File: src/rtl/sram_ctrl_pkg.sv
// Shared definitions for the external 16-bit SRAM sequencer.
package sram_ctrl_pkg;

  typedef enum logic [2:0] {
    IDLE   = 3'd0,
    SETUP  = 3'd1,
    STROBE = 3'd2,
    HOLD   = 3'd3,
    DONE   = 3'd4
  } state_t;

  localparam logic HALF_LO = 1'b0;
  localparam logic HALF_HI = 1'b1;

  // Strobe-phase down-counter width; covers WAIT_STATES up to 15.
  localparam int WAIT_CNT_W = 4;

endpackage

File: src/rtl/sram_ctrl32.sv
// sram_ctrl32: turns one 32-bit CPU word request into two 16-bit
// asynchronous SRAM accesses (low half, then high half), each with
// setup / strobe / hold phases so the pad drivers and the SRAM never fight.
// All outputs are registered: next-cycle values are derived from the next
// state and loaded together with it.
// Build option: define SRAM_WRITE_POST_EN for posted writes (ready one
// cycle after a write is accepted, transfer finishes in the background).
module sram_ctrl32
  import sram_ctrl_pkg::*;
#(
  parameter int WAIT_STATES = 1,
  parameter int ADDR_W      = 17
) (
  input  logic              clk,
  input  logic              reset_b,
  input  logic              req,
  input  logic              we,
  input  logic [ADDR_W-1:0] addr,
  input  logic [31:0]       wdata,
  output logic              ready,
  output logic [31:0]       rdata,
  output logic              busy,
  output logic [ADDR_W:0]   sram_adr,
  output logic              sram_cs_b,
  output logic              sram_oe_b,
  output logic              sram_we_b,
  output logic [15:0]       sram_dout,
  output logic              sram_dout_en,
  input  logic [15:0]       sram_din
);

`ifdef SRAM_WRITE_POST_EN
  localparam logic POST_WR = 1'b1;
`else
  localparam logic POST_WR = 1'b0;
`endif

  localparam logic [WAIT_CNT_W-1:0] CNT_LOAD = WAIT_CNT_W'(WAIT_STATES - 1);

  state_t                  state_q, state_d;
  logic                    half_q, half_d;
  logic [WAIT_CNT_W-1:0]   cnt_q, cnt_d;
  logic                    we_q, we_d;
  logic [ADDR_W-1:0]       addr_q, addr_d;
  logic [31:0]             wdata_q, wdata_d;

  logic                    accept;
  logic                    capture;
  logic                    ready_d;
  logic                    busy_d;
  logic [ADDR_W:0]         adr_d;
  logic                    cs_b_d;
  logic                    oe_b_d;
  logic                    we_b_d;
  logic [15:0]             dout_d;
  logic                    dout_en_d;
  logic [31:0]             rdata_d;

  assign accept  = (state_q == IDLE) && req;
  // Last strobe cycle of a read half: SRAM data has had the full strobe to settle.
  assign capture = (state_q == STROBE) && (cnt_q == '0) && !we_q;

  // Next-state, half select and wait counter sequencing.
  always_comb begin
    state_d = state_q;
    half_d  = half_q;
    cnt_d   = cnt_q;
    we_d    = we_q;
    addr_d  = addr_q;
    wdata_d = wdata_q;
    case (state_q)
      IDLE: begin
        if (req) begin
          we_d    = we;
          addr_d  = addr;
          wdata_d = wdata;
          half_d  = HALF_LO;
          state_d = SETUP;
        end
      end
      SETUP: begin
        cnt_d   = CNT_LOAD;
        state_d = STROBE;
      end
      STROBE: begin
        if (cnt_q == '0) state_d = HOLD;
        else             cnt_d   = cnt_q - 1'b1;
      end
      HOLD: begin
        if (half_q == HALF_LO) begin
          half_d  = HALF_HI;
          state_d = SETUP;
        end else begin
          state_d = DONE;
        end
      end
      DONE:    state_d = IDLE;
      default: state_d = IDLE;
    endcase
  end

  // Bus strobes and handshake outputs for the cycle the next state occupies.
  always_comb begin
    busy_d    = (state_d != IDLE);
    cs_b_d    = !(state_d inside {SETUP, STROBE, HOLD});
    oe_b_d    = !(!we_d && (state_d inside {SETUP, STROBE}));
    we_b_d    = !(we_d && (state_d == STROBE));
    // Data stays driven through HOLD so it outlives the WE rising edge.
    dout_en_d = we_d && (state_d inside {STROBE, HOLD});
    adr_d     = sram_adr;
    dout_d    = sram_dout;
    if (state_d == SETUP) begin
      adr_d = {addr_d, half_d};
      if (we_d) dout_d = (half_d == HALF_HI) ? wdata_d[31:16] : wdata_d[15:0];
    end
    if (POST_WR) ready_d = (accept && we) || ((state_d == DONE) && !we_q);
    else         ready_d = (state_d == DONE);
    rdata_d = rdata;
    if (capture) begin
      if (half_q == HALF_HI) rdata_d = {sram_din, rdata[15:0]};
      else                   rdata_d = {rdata[31:16], sram_din};
    end
  end

  // Control state and registered outputs.
  always_ff @(posedge clk) begin
    if (!reset_b) begin
      state_q      <= IDLE;
      half_q       <= HALF_LO;
      cnt_q        <= '0;
      we_q         <= 1'b0;
      ready        <= 1'b0;
      busy         <= 1'b0;
      rdata        <= '0;
      sram_adr     <= '0;
      sram_cs_b    <= 1'b1;
      sram_oe_b    <= 1'b1;
      sram_we_b    <= 1'b1;
      sram_dout    <= '0;
      sram_dout_en <= 1'b0;
    end else begin
      state_q      <= state_d;
      half_q       <= half_d;
      cnt_q        <= cnt_d;
      we_q         <= we_d;
      ready        <= ready_d;
      busy         <= busy_d;
      rdata        <= rdata_d;
      sram_adr     <= adr_d;
      sram_cs_b    <= cs_b_d;
      sram_oe_b    <= oe_b_d;
      sram_we_b    <= we_b_d;
      sram_dout    <= dout_d;
      sram_dout_en <= dout_en_d;
    end
  end

  // Request payload latched at acceptance; only meaningful while busy.
  always_ff @(posedge clk) begin
    addr_q  <= addr_d;
    wdata_q <= wdata_d;
  end

endmodule

File: config.mk
export PLATFORM = sky130hd
export DESIGN_NAME = sram_ctrl32
export DESIGN_NICKNAME = d
export VERILOG_FILES = /design/src/rtl/sram_ctrl_pkg.sv /design/src/rtl/sram_ctrl32.sv
export SDC_FILE = /design/constraint.sdc
export NUM_CORES = 1
export LEC_CHECK = 0
export ABC_CLOCK_PERIOD_IN_PS = 3540
export CELL_PAD_IN_SITES_DETAIL_PLACEMENT = 1
export CELL_PAD_IN_SITES_GLOBAL_PLACEMENT = 1
export CORE_UTILIZATION = 40
export CTS_BUF_LIST = sky130_fd_sc_hd__clkbuf_8
export CTS_CLUSTER_DIAMETER = 30
export DETAILED_ROUTE_END_ITERATION = 8
export PLACE_DENSITY_LB_ADDON = 0.1
export SLEW_MARGIN = 10
export SYNTH_ARGS = -nofsm -noshare
export SYNTH_HDL_FRONTEND = slang
export SYNTH_SLANG_ARGS = --single-unit
File: constraint.sdc
create_clock -name clk -period 3.54 [get_ports clk]
set_input_delay 0.885 -clock clk [delete_from_list [all_inputs] [get_ports clk]]
set_output_delay 0.885 -clock clk [all_outputs]
set_load 0.02 [all_outputs]
# Word level (Yosys, flattened, before mapping)
# Index checks and enable logic that the tools add are counted.
[totals]
register_bits = 130
output_inout_bits = 72
[classes]
add_sub_neg = 1
eq_ne = 8
muxes = 15
n_bitwise = 1
reduce_logical = 21
[op_table]
columns = ["operator", "count"]
rows = [
  ["$mux W32", 2],
  ["$mux W17", 2],
  ["$mux W16", 1],
  ["$eq A3 B2 Y1 const B", 4],
  ["$pmux W3 S4", 1],
  ["$mux W3", 3],
  ["$pmux W4 S2", 1],
  ["$reduce_and A2 Y1", 4],
  ["$eq A3 B1 Y1 const B", 2],
  ["$reduce_bool A2 Y1", 3],
  ["$reduce_bool A3 Y1", 2],
  ["$logic_and A1 B1 Y1", 5],
  ["$logic_not A1 Y1", 5],
  ["$logic_not A4 Y1", 1],
  ["$mux W4", 1],
  ["$sub A4 B1 Y4 const B", 1],
  ["$eq A3 B3 Y1 const B", 1],
  ["$logic_not A3 Y1", 1],
  ["$mux W1", 3],
  ["$ne A2 B2 Y1 const B", 1],
  ["$pmux W1 S2", 1],
  ["$not A1 Y1", 1],
]

# Longest topological paths before layout
[depth]
ltp_word = 7
depth_mapped = 7
mapped_depth_nobuf = 6

# Least setup slack after synthesis
# No wires, ideal clock.
[synth_timing]
path_type = "in2reg"
start = "in req"
end = "reg sram_dout[14]"
setup_time_ps = 60
t_arrival_ps = 2108
required_ps = 3480
slack_ps = 1371
path_stages = 5
cell_sequence = "nor4b_4 mux2_2 a21oi_2 buf_2 a32o_1"
[synth_between]
elab_chain_cells = 4
word_cells_on_any_way = 11
cone_classes = "eq/ne: 1; mux: 9; reduce/logical: 1"
[synth_lines]
columns = ["element", "line_no", "rtl"]
rows = [
  ["start: declaration", "sram_ctrl32.sv:16", "input logic req,"],
  ["$mux W3", "sram_ctrl32.sv:73", "if (req) begin"],
  ["$pmux W3 S4", "sram_ctrl32.sv:71", "case (state_q)"],
  ["$eq A3 B1 Y1", "sram_ctrl32.sv:112", "if (state_d == SETUP) begin"],
  ["$reduce_and A2 Y1 (no source line)", "-", ""],
  ["end signal: assignment", "sram_ctrl32.sv:153", "sram_dout <= dout_d;"],
  ["end: declaration", "sram_ctrl32.sv:27", "output logic [15:0] sram_dout,"],
]
# Parallel ways exist; a longest one is shown, timed or not.
# A chain may end at the register's enable or synchronous reset.

# Final worst setup path
[layout_timing]
start = "in req"
end = "reg sram_dout[4]"
# Same word-level chain as after synthesis.

==> flow_summary_export.csv <==
group,metric,value,unit
run_status,status,"complete, but fails checks",
run_status,violations,"design-rule violations",
die,dieHeight,112,µm
clocking,post_cts_resized,0,
clocking,htree_levels,4,
min_path,worstHoldPathType,"reg -> reg",
route,avgRoutedWirePerCell,17.5,µm
cells_and_area,area.growth.synth_to_final,39.4,%
clocking,clk_path_buf_depth,2,
placement,dp_hpwl,8550,µm
global_route,grt_overflow,0,
setup_path,worst_setup_path_end_kind,"flop",
synth,ys_seq_area_share,53.8,%
clocking,hold_buffers,0,
clocking,postCtsSetupBuffers,0,
timing,slew_headroom,43.6,%
power,p_leak,0.00267,µW
global_route,grt_pass1_vias,4157,
setup_path,r2r_setup_slack,1.25,ns
global_route,grt_max_degree,49,
power,power_density,700,mW/mm²
route,finalWirelength,12800,µm
timing,hold_violations,0,
route,num_vias,3846,
setup_path,crit_family,"compound AO/OA/AOI/OAI gates",
route,drtIter0Drc,158,
route,ant_nets,0,
die,dieArea,0.0125,mm²
cells_and_area,multi_input_area,0.00203,mm²
global_route,grt_first_pass_wirelength,20800,µm
timing,finalSetupViolCount,0,
power,ir_worst_vdd,0.383,mV
setup_path,arrival,3.06,ns
global_route,antenna_found_initial,0,
die,io_pins,141,
setup_path,required,3.92,ns
setup_path,reg2reg_from,"state_q[1]",
clocking,root_buffer,"clkbuf_8",
cells_and_area,num-fill-cells,1220,
setup_path,r2r-end,"sram_dout[4]",
synth,synth_area,0.00484,mm²
min_path,worstHoldPathCells,2,
die,coreArea,0.0116,mm²
clocking,tritoncts,"done",
clocking,cts_buffers,17,
timing,tightest_slew,0.846,ns
synth,synth_nets,512,
placement,place.gp.congestion,0.733,
setup_path,critPathBufInv,1,
synth,yosys_warnings,0,
synth,synth-seq-cells,130,
min_path,min_to,"rdata[14]",
cells_and_area,final_cell_mix,"clkdlybuf4s50_1 (140), dfxtp_1 (130), mux2_2 (50), nand3_1 (36), o21ai_0 (33)",
setup_path,worst_path_max_delay_cell,"a21oi_2",
setup_path,max_stage_delay,0.66,ns
setup_path,path_cells,"clkdlybuf4s50_1 -> nor4b_4 -> mux2_2 -> a21oi_2 -> a32o_1",
run,drv_cap,0,
timing,rsz0062_at_grt,"no",
synth,avgSynthCellArea,11.0,µm²
setup_path,rr_worst_depth,4,
setup_path,startpoint,"req",
synth,ys_types,38,
cells_and_area,final_core_util,58.0,%
route,first_pass_iters,6,
die,initial_utilization,41.6,%
setup_path,cp.depth,5,
setup_path,path_class,"in -> reg",
clocking,cts_sinks,130,
clocking,cts.reportedPaths.clkPinSlew,0.07,ns
cells_and_area,layout.nets,648,
synth,syn_inst,441,
cells_and_area,antennaDiodeCount,0,
die,rows,39,
cells_and_area,drive_gt1_share,16.1,%
route,via_per_inst,5.25,
setup_path,cp_max_fo,16,
route,drcViolationCount,9,
die,fp.dieW,112,µm
timing,maxSlewViolCount,0,
timing,finClkSkew,0.0109,ns
setup_path,critPathLaunchType,"input pin",
cells_and_area,final_common_cell,"clkdlybuf4s50_1",
cells_and_area,final-seq-area,0.00260,mm²
global_route,track_usage,21.4,%
timing,tns,0,ns
timing,fmax,0.373,GHz
timing,period_needed,2.68,ns
clocking,clk_latency,0.44,ns
placement,numPortBuffers,140,
timing,finalCritPeriodShare,75.7,%
min_path,hold_start,"rdata[14]",
per-layer routing:
metal	vias up	wire, µm	track usage, %
met5	-	0	0
met4	0	160	8.36
met3	13	801	7.19
met2	103	6220	36.3
met1	1863	5600	24.9
li1	1867	-	-
worst max-delay path by stage:
stage                                to  slack [ns]
after detailed placement  sram_dout[11]        0.39
after floorplan           sram_dout[14]        1.37
after CTS                 sram_dout[11]        0.86
after global routing      sram_dout[11]        0.76
final                      sram_dout[4]        0.86
after global placement    sram_dout[11]        0.52
cells in the mapped netlist:
master	count	share of area, %
a21o_1	17	2.6
a21oi_1	4	0.41
a21oi_2	2	0.36
a221o_1	16	3.3
a31oi_1	1	0.13
a32o_1	16	3.3
a32oi_1	1	0.18
and2_1	2	0.26
and2_4	1	0.18
buf_1	4	0.31
buf_2	12	1.2
buf_4	2	0.31
buf_6	5	1.2
clkbuf_1	11	0.85
dfxtp_1	130	54
ha_1	2	0.52
inv_1	6	0.47
mux2_2	50	12
mux2i_1	18	3.7
nand2_1	20	1.6
nand2b_1	1	0.13
nand3_1	36	3.7
nand3b_1	2	0.31
nand4_1	2	0.26
nand4b_1	1	0.18
nor2_1	28	2.2
nor3_1	5	0.52
nor3b_1	3	0.47
nor3b_4	1	0.39
nor4_1	1	0.13
nor4b_4	1	0.49
o211ai_1	2	0.31
o211ai_4	1	0.44
o21ai_0	33	3.4
or3_1	1	0.13
or3b_1	1	0.18
or3b_2	1	0.18
xnor2_1	1	0.18
worst min-delay path, stage by stage, from the launching register on:
cell and delay [ns]:
dfxtp_1 0.31, nand3_1 0.05, o21ai_0 0.06
state kept, by name, indices dropped and copies added, names as in the netlist:
name and count:
busy 1, sram_adr 18, half_q 1, sram_cs_b 1
ready 1, addr_q 17, wdata_q 32, sram_we_b 1
sram_oe_b 1, cnt_q 4, sram_dout_en 1, we_q 1
rdata 32, sram_dout 16, state_q 3
metrics by stage:
| step | power (µW) | instances | setup slack (ns) | instance area, µm² | hold slack, ns |
|---|---|---|---|---|---|
| 4_1_cts | 4770 | 732 | 0.863 | 6740 | 0.477 |
| 6_report | 4720 | 732 | 0.860 | 6740 | 0.473 |
| 3_3_place_gp | 3370 | 701 | 0.520 | 6320 | 0.449 |
| 5_1_grt | 4980 | 732 | 0.760 | 6740 | 0.491 |
| 2_1_floorplan | 2950 | 441 | 1.37 | 4840 | 0.451 |
| 3_5_place_dp | 3440 | 701 | 0.387 | 6320 | 0.462 |
power by group:
group	internal, µW	switching, µW	total [µW]
sequential	1830	198	2030
combinational	723	647	1370
clock	774	542	1320
total	3330	1390	4720
cell families (layout without fill, tap and decap cells):
logic type               Yosys count  count (layout)  share of synthesized area (%)
buffers and inverters             40             188                           4.35
flip-flops                       130             130                           53.8
AND/OR/NAND/NOR                  107             107                           11.3
AO/OA/AOI/OAI                     93              93                           14.5
adder cells (fa/ha/maj)            2               2                          0.517
multiplexers                      68              68                           15.4
XOR/XNOR                           1               1                          0.181
cell type report:
cell class	count	area share, %
sequential	130	38.6
tap	143	2.66
timing repair buffer	151	22.0
multi-input combinational	271	30.2
clock inverter	9	1.69
inverter	6	0.334
clock buffer	22	4.49
Power figures use the tool's default switching activity.
